`config.mk`:
```
export PLATFORM = sky130hd
export DESIGN_NAME = pwm_dt_multi
export DESIGN_NICKNAME = d
export VERILOG_FILES = /design/src/rtl/pwm_dt_multi.sv
export SDC_FILE = /design/constraint.sdc
export NUM_CORES = 1
export LEC_CHECK = 0
export BUFFER_PORTS_ARGS = -buffer_cell sky130_fd_sc_hd__buf_2
export CAP_MARGIN = 20
export CORE_ASPECT_RATIO = 0.7
export CORE_MARGIN = 2
export CORE_UTILIZATION = 57
export DETAILED_ROUTE_END_ITERATION = 16
export GPL_TIMING_DRIVEN = 0
export PLACE_DENSITY = 0.81
export SYNTH_ARGS = -nofsm -noshare
export SYNTH_HDL_FRONTEND = slang
export SYNTH_SLANG_ARGS = --single-unit
export TNS_END_PERCENT = 30
```
`constraint.sdc`:
```
create_clock -name clk -period 6.1 [get_ports clk]
set_input_delay 1.525 -clock clk [delete_from_list [all_inputs] [get_ports clk]]
set_output_delay 1.525 -clock clk [all_outputs]
set_load 0.05 [all_outputs]
```
`src/rtl/pwm_dt_multi.sv`:
```
// -----------------------------------------------------------------------------
// pwm_dt_multi
//   Multi-channel PWM generator with double-buffered duty and dead time.
//   One free-running period counter (2^WIDTH clocks) is shared by all channels.
//   Each channel compares the counter against its active duty, then passes the
//   result through a dead-time stage that drives a complementary high/low pair
//   that is never asserted at the same time.
//
// Ports
//   clk           system clock
//   rst           asynchronous, active-high reset
//   en            run enable; low holds the counter at 0 and all drives low
//   duty          packed duty values, channel i at [i*WIDTH +: WIDTH]
//   duty_wr       one-cycle strobe capturing all duty fields into the shadow
//   deadtime      dead-time length in clocks, shared by all channels
//   PWM_hi        high-side drive per channel (registered)
//   PWM_lo        low-side drive per channel (registered)
//   period_start  one-cycle pulse in the cnt==0 cycle that follows a wrap
//   duty_upd      one-cycle pulse the cycle after the shadow loads into active
// -----------------------------------------------------------------------------
module pwm_dt_multi #(
    parameter int WIDTH  = 11,
    parameter int NUM_CH = 2,
    parameter int DEAD_W = 6
) (
    input  logic                      clk,
    input  logic                      rst,
    input  logic                      en,
    input  logic [NUM_CH*WIDTH-1:0]   duty,
    input  logic                      duty_wr,
    input  logic [DEAD_W-1:0]         deadtime,
    output logic [NUM_CH-1:0]         PWM_hi,
    output logic [NUM_CH-1:0]         PWM_lo,
    output logic                      period_start,
    output logic                      duty_upd
);

    localparam logic [WIDTH-1:0]  CNT_MAX  = '1;
    localparam logic [WIDTH-1:0]  CNT_ONE  = WIDTH'(1);
    localparam logic [DEAD_W-1:0] DEAD_ONE = DEAD_W'(1);

    logic [WIDTH-1:0]        cnt;
    logic [NUM_CH*WIDTH-1:0] shadow;
    logic [NUM_CH*WIDTH-1:0] active;
    logic                    pending;
    logic [NUM_CH-1:0]       raw_q;
    logic [NUM_CH-1:0]       level;
    logic [DEAD_W-1:0]       dead_cnt [NUM_CH];

    logic wrap;
    logic bypass;
    logic promote;

    // Last count of an enabled period: the only edge at which active may change
    // while running.
    assign wrap    = en && (cnt == CNT_MAX);
    // A write landing exactly on the wrap skips the shadow and goes live at once.
    assign bypass  = wrap && duty_wr;
    // While stopped the shadow is copied through so a later enable starts with
    // the most recently written duty.
    assign promote = pending && (wrap || !en) && !bypass;

    // -------------------------------------------------------------------------
    // Period counter
    // -------------------------------------------------------------------------
    // NOTE: every flop here uses non-blocking assignments so all registers
    // sample pre-edge values and the stages pipeline instead of racing.
    always_ff @(posedge clk or posedge rst) begin
        if (rst) begin
            cnt          <= '0;
            period_start <= 1'b0;
        end else begin
            cnt          <= en ? cnt + CNT_ONE : '0;
            // Registered from the wrap so no input reaches the pin
            // combinationally; it therefore marks periods that follow a wrap.
            period_start <= wrap;
        end
    end

    // -------------------------------------------------------------------------
    // Double-buffered duty
    // -------------------------------------------------------------------------
    always_ff @(posedge clk or posedge rst) begin
        if (rst) begin
            shadow   <= '0;
            active   <= '0;
            pending  <= 1'b0;
            duty_upd <= 1'b0;
        end else begin
            duty_upd <= 1'b0;
            if (duty_wr) begin
                shadow <= duty;
            end
            if (bypass) begin
                active   <= duty;
                pending  <= 1'b0;
                duty_upd <= 1'b1;
            end else if (promote) begin
                active   <= shadow;
                // A write in the same stopped cycle refreshes the shadow, so
                // another copy is still owed on the following edge.
                pending  <= duty_wr;
                duty_upd <= 1'b1;
            end else if (duty_wr) begin
                pending  <= 1'b1;
            end
        end
    end

    // -------------------------------------------------------------------------
    // Compare stage
    // -------------------------------------------------------------------------
    always_ff @(posedge clk or posedge rst) begin
        if (rst) begin
            raw_q <= '0;
        end else begin
            for (int i = 0; i < NUM_CH; i++) begin
                raw_q[i] <= en && (cnt < active[i*WIDTH +: WIDTH]);
            end
        end
    end

    // -------------------------------------------------------------------------
    // Dead-time stage
    //   level   : last raw value this channel has committed to
    //   dead_cnt: remaining low cycles before the drive for level asserts
    // -------------------------------------------------------------------------
    // NOTE: the dead counters are a handful of flops, not a RAM, so they are
    // reset like any other register; an unreset counter could hold the drives
    // off for an arbitrary time after power-up.
    always_ff @(posedge clk or posedge rst) begin
        if (rst) begin
            level  <= '0;
            PWM_hi <= '0;
            PWM_lo <= '0;
            for (int i = 0; i < NUM_CH; i++) begin
                dead_cnt[i] <= '0;
            end
        end else if (!en) begin
            level  <= '0;
            PWM_hi <= '0;
            PWM_lo <= '0;
            for (int i = 0; i < NUM_CH; i++) begin
                dead_cnt[i] <= '0;
            end
        end else begin
            for (int i = 0; i < NUM_CH; i++) begin
                if (raw_q[i] != level[i]) begin
                    // Edge on the compare output: drop both drives and (re)start
                    // the gap toward the new level, even if a gap was running.
                    level[i] <= raw_q[i];
                    if (deadtime == '0) begin
                        dead_cnt[i] <= '0;
                        PWM_hi[i]   <= raw_q[i];
                        PWM_lo[i]   <= !raw_q[i];
                    end else begin
                        dead_cnt[i] <= deadtime;
                        PWM_hi[i]   <= 1'b0;
                        PWM_lo[i]   <= 1'b0;
                    end
                end else if (dead_cnt[i] != '0) begin
                    dead_cnt[i] <= dead_cnt[i] - DEAD_ONE;
                    // The last gap cycle releases the drive on the next edge.
                    PWM_hi[i]   <= (dead_cnt[i] == DEAD_ONE) && level[i];
                    PWM_lo[i]   <= (dead_cnt[i] == DEAD_ONE) && !level[i];
                end else begin
                    PWM_hi[i] <= level[i];
                    PWM_lo[i] <= !level[i];
                end
            end
        end
    end

endmodule
```
# Word level (Yosys, flattened, before mapping)
# Index checks and enable logic that the tools add are counted.
[op_classes]
add_sub_neg = 3
n_lt_le_gt_ge = 2
eq_ne = 9
n_mux = 31
n_reduce_logical = 22
[op_table]
columns = ["op", "count"]
rows = [
  ["22-bit two-way mux", 2],
  ["6-bit two-way mux", 5],
  ["11-bit less-than comparator", 2],
  ["1-bit two-way mux", 19],
  ["6-bit by 1-bit == test with 1-bit output (second input constant)", 2],
  ["12-bit two-way mux", 1],
  ["6-bit nonzero test", 2],
  ["6-bit by 1-bit subtractor with 6-bit output (second input constant)", 2],
  ["11-bit by 1-bit adder with 11-bit output (second input constant)", 1],
  ["11-bit == test (second input constant)", 1],
  ["11-bit two-way mux", 1],
  ["1-bit logical AND", 10],
  ["1-bit zero test", 6],
  ["6-bit zero test", 1],
  ["2-bit two-way mux", 3],
  ["3-bit by 1-bit != test with 1-bit output (second input constant)", 2],
  ["2-bit by 1-bit != test with 1-bit output (second input constant)", 2],
  ["3-bit nonzero test", 1],
  ["1-bit != test", 2],
  ["2-bit nonzero test", 1],
  ["1-bit logical OR", 1],
]
[word_totals]
regBits = 78
in_bits = 32
output_inout_bits = 6
elab_cells = 80

# Logic depth before layout (Yosys ltp)
[logic_depth]
depth_word = 7
depth_mapped = 7
depth_no_buf = 7

# Worst setup path after synthesis
# No wires, ideal clock.
[synth_path]
kind = "input to register"
startpoint = "input port deadtime[2]"
endpoint = "register PWM_lo[0]"
setup_ns = 0.088
t_arrival_ns = 2.574
required_time_ns = 6.012
slack_ns = 3.438
path_stages = 4
n_path_buf = 0
path_cell_list = "or4_1 nor3_1 a21oi_1 nor3b_1"
[synth_via]
elab_chain_cells = 4
[synth_lines]
columns = ["item", "line_no", "source"]
rows = [
  ["start, declared", "31", "input logic [DEAD_W-1:0] deadtime,"],
  ["6-bit zero test", "152", "if (deadtime == '0) begin"],
  ["1-bit two-way mux", "152", ""],
  ["1-bit two-way mux", "148", "if (raw_q[i] != level[i]) begin"],
  ["2-bit two-way mux", "139", "end else if (!en) begin"],
  ["end signal, assigned by index", "155", "PWM_lo[i] <= !raw_q[i];"],
  ["end signal, assigned by index", "165", "PWM_lo[i] <= (dead_cnt[i] == DEAD_ONE) && !level[i];"],
  ["end signal, assigned by index", "168", "PWM_lo[i] <= !level[i];"],
  ["end, declared", "33", "output logic [NUM_CH-1:0] PWM_lo,"],
]
# No other way between the ends.
# A chain may end at the register's enable or synchronous reset.

# Worst setup path after layout
# Same ends and word-level chain as after synthesis.

==> summary.txt <==
Timing
  • Final Skew: 0.0109 ns
  • Fin. max-slew vios: 0
  • Unrepaired setup endpoints after global routing: no
  • Setup_tns: 0 ns
  • Setup violators final: 0
  • Slew Limit Headroom: 49.8%
  • Min Hold Slack: 0.509 ns
  • Final worst path period share: 43.8%
  • Pin slew with the least headroom to its limit: 0.747 ns
  • Final hold violations: 0
  • Highest clock rate: 374 MHz
  • Final worst path period need: 2.67 ns

Detailed routing
  • Top routing layer in use: met4
  • Final ANT Viol Nets: 0
  • Routed wire length: 8.28 mm
  • Via/cell ratio: 5.55
  • Metal-1 WL: 3.95 mm
  • DR vias: 3051
  • Number of DRC markers in iteration 0: 189
  • First-pass DRT Iterations: 4
  • Wire per inst: 15.0 um
  • WL met3: 431 um
  • Met2 WL: 3.79 mm
  • DRC violations left: 0

Power
  • Clock network fraction of design power: 29.7%
  • Lkg Pwr: 2.16 nW
  • P_sw: 0.377 mW
  • PwrDens: 277 nW/um2
  • Reg power frac: 49.4%
  • Gate power share: 20.9%
  • Switching Share: 30.0%
  • Peak supply drop: 0.179 mV
  • Int Power: 0.878 mW

Layout
  • Share of layout cells above drive strength 1: 19.1%
  • Layout area overhead: 12.7%
  • Post-Route Utilization: 66.8%
  • Fin nets: 510
  • Antenna Cells: 0

CTS
  • CTS tree: built
  • Post-cts resize count: 0
  • Sink Count: 78
  • CTS Buf Count: 9
  • Root Buffer: clkbuf_8
  • Postcts setup bufs: 0
  • CTS H-tree lvls: 3
  • CTS Hold Bufs: 0
  • Clk_lat worst skew: 0.36 ns
  • Worst-path clk slew: 0.08 ns
  • CTS max path bufs: 2

Floorplanning
  • Ports: 38
  • Core area: 6790 um2
  • Die area: 7760 um2
  • Die Y: 74.3 um
  • Die X: 104 um
  • Initial Utilization: 59.3%
  • Row count: 25

Worst hold path
  • Hold crit path type: reg -> reg
  • Hold path cells: 1
  • Hold_sp: shadow[19]$_DFFE_PP0P_

Global route
  • Largest net degree at the start of global routing: 71
  • Initial antenna violation count: 0
  • Vias in the first global route: 3001
  • Global-route wire length before repair: 14.1 mm
  • GRT overflow: 0
  • Total track usage: 23.6%

Logic synthesis
  • Count leader, synth: dfrtp_1
  • Top cells by area, synth: dfrtp_1, ha_1, mux2_2, nand2_1, nor2_1
  • Synth Warn #: 0
  • Synth Register Bits: 78
  • Synth top cells by count: dfrtp_1, nand2_1, nor2_1
  • Cell taking the most area after synthesis: dfrtp_1
  • Syn Std Cell Area: 4020 um2
  • Synth async-reset ratio: 100%
  • Cells after Synth: 404
  • Sequential fraction of the synthesis area: 48.5%
  • Top cell type's share of synthesized area: 48.5%
  • Ys flop type: dfrtp_1
  • Post-synth EDFFs: 0
  • Synthesized area per cell: 9.96 um2
  • Syn_nets: 463
  • Synth unique cells: 36

Critical path
  • Worst flop-to-flop path startpoint: cnt[1]$_DFF_PP0_
  • Crit path max fanout: 4
  • Critical Path End Type: flip-flop
  • Crit path buffers/inverters: 1
  • Worst reg2reg setup slack: 3.85 ns
  • Worst Setup Start Kind: input pin
  • CP Launch Point: deadtime[2]
  • R2r worst-path depth: 7
  • CP Class: in -> reg
  • CP required: 6.37 ns
  • Crit-path max cell delay: 0.52 ns
  • CP arrival: 2.94 ns
  • Worst path slowest cell: or4_1
  • Cell family with most CP delay: simple AND/OR/NAND/NOR gates
  • Crit path depth: 5
  • CP Cell Sequence: buf_2 > or4_1 > nor3_1 > a21oi_1 > nor3b_1

Place
  • Count of input and output buffers: 35
  • Hpwl dp: 6.05 mm
  • GPL Wtd Cong: 0.874

Flow run
  • Max Cap Viol: 0

Run status
  • Status: finished, final reports clean
[placed cells by master (no fill, tap or decap), drive strengths merged, types with 4 or more instances in the layout]
master / count
a211oi: 8
nand2: 59
dfrtp: 78
mux2: 22
and2: 9
nand3: 6
nor3: 4
xnor2: 12
clkbuf: 16
clkinv: 4
a21boi: 8
nor2: 37
buf: 43
ha: 27
xor2: 7
o21ai: 14
o211ai: 4
nor2b: 7
a21oi: 13
or3: 4
inv: 28
a31oi: 22
[kinds of logic after synthesis]
kind of cell               synth area share [%]
and+or+nand+nor                            16.6
xor gates and xnor gates                   4.14
muxes                                      6.65
AOI/OAI and AO/OA                          11.3
buffers and inverters                      4.45
DFF                                        48.5
adders and majority gates                  8.40
[flip-flops by register name, summed over array words and instances (netlist names), 2 cells and up]
signal	count
PWM_hi	2
PWM_lo	2
active	22
cnt	11
dead_cnt	12
level	2
raw_q	2
shadow	22
[stage by stage]
| step | setup slack (ns) | power, mW | instances | cell area (um2) |
|---|---|---|---|---|
| 2_1_floorplan | 2.58 | 0.816 | 404 | 4020 |
| 3_3_place_gp | 1.75 | 0.869 | 533 | 4320 |
| 3_5_place_dp | 3.07 | 0.890 | 534 | 4350 |
| 4_1_cts | 3.43 | 1.26 | 550 | 4540 |
| 5_1_grt | 3.26 | 1.33 | 550 | 4540 |
| 6_report | 3.43 | 1.26 | 550 | 4540 |
[power by group through the flow]
stage,combinational (mW),clock (mW),sequential (mW)
floorplan,0.191,0,0.625
global placement,0.243,0,0.626
detailed placement,0.261,0,0.629
CTS,0.263,0.377,0.619
global route,0.298,0.401,0.628
finish,0.262,0.373,0.620
[final timing paths]
| check | to |
|---|---|
| max | PWM_lo[0]$_DFF_PP0_ |
| min | shadow[19]$_DFFE_PP0P_ |
| max reg2reg | active[21]$_DFFE_PP0P_ |
| min reg2reg | shadow[19]$_DFFE_PP0P_ |
| max in group asynchronous | active[0]$_DFFE_PP0P_ |
| min in group asynchronous | shadow[9]$_DFFE_PP0P_ |
[metal layers]
metal / track usage, % / up-vias
met3: 7.01 / 13
met4: 8.56 / 0
met1: 31.7 / 1478
met5: 0 / -
met2: 37.3 / 85
li1: - / 1475
[layout make-up]
type | instances | area (um2)
Inverter | 28 | 108
Timing Repair Buffer | 36 | 203
Multi-Input combinational cell | 284 | 1890
Clock buffer | 9 | 124
Tap cell | 94 | 118
Sequential cell | 78 | 1950
Buffer | 14 | 73.8
Clock inverter | 7 | 65.1
Fill cell | 548 | 2250
Power figures use the tool's default switching activity.
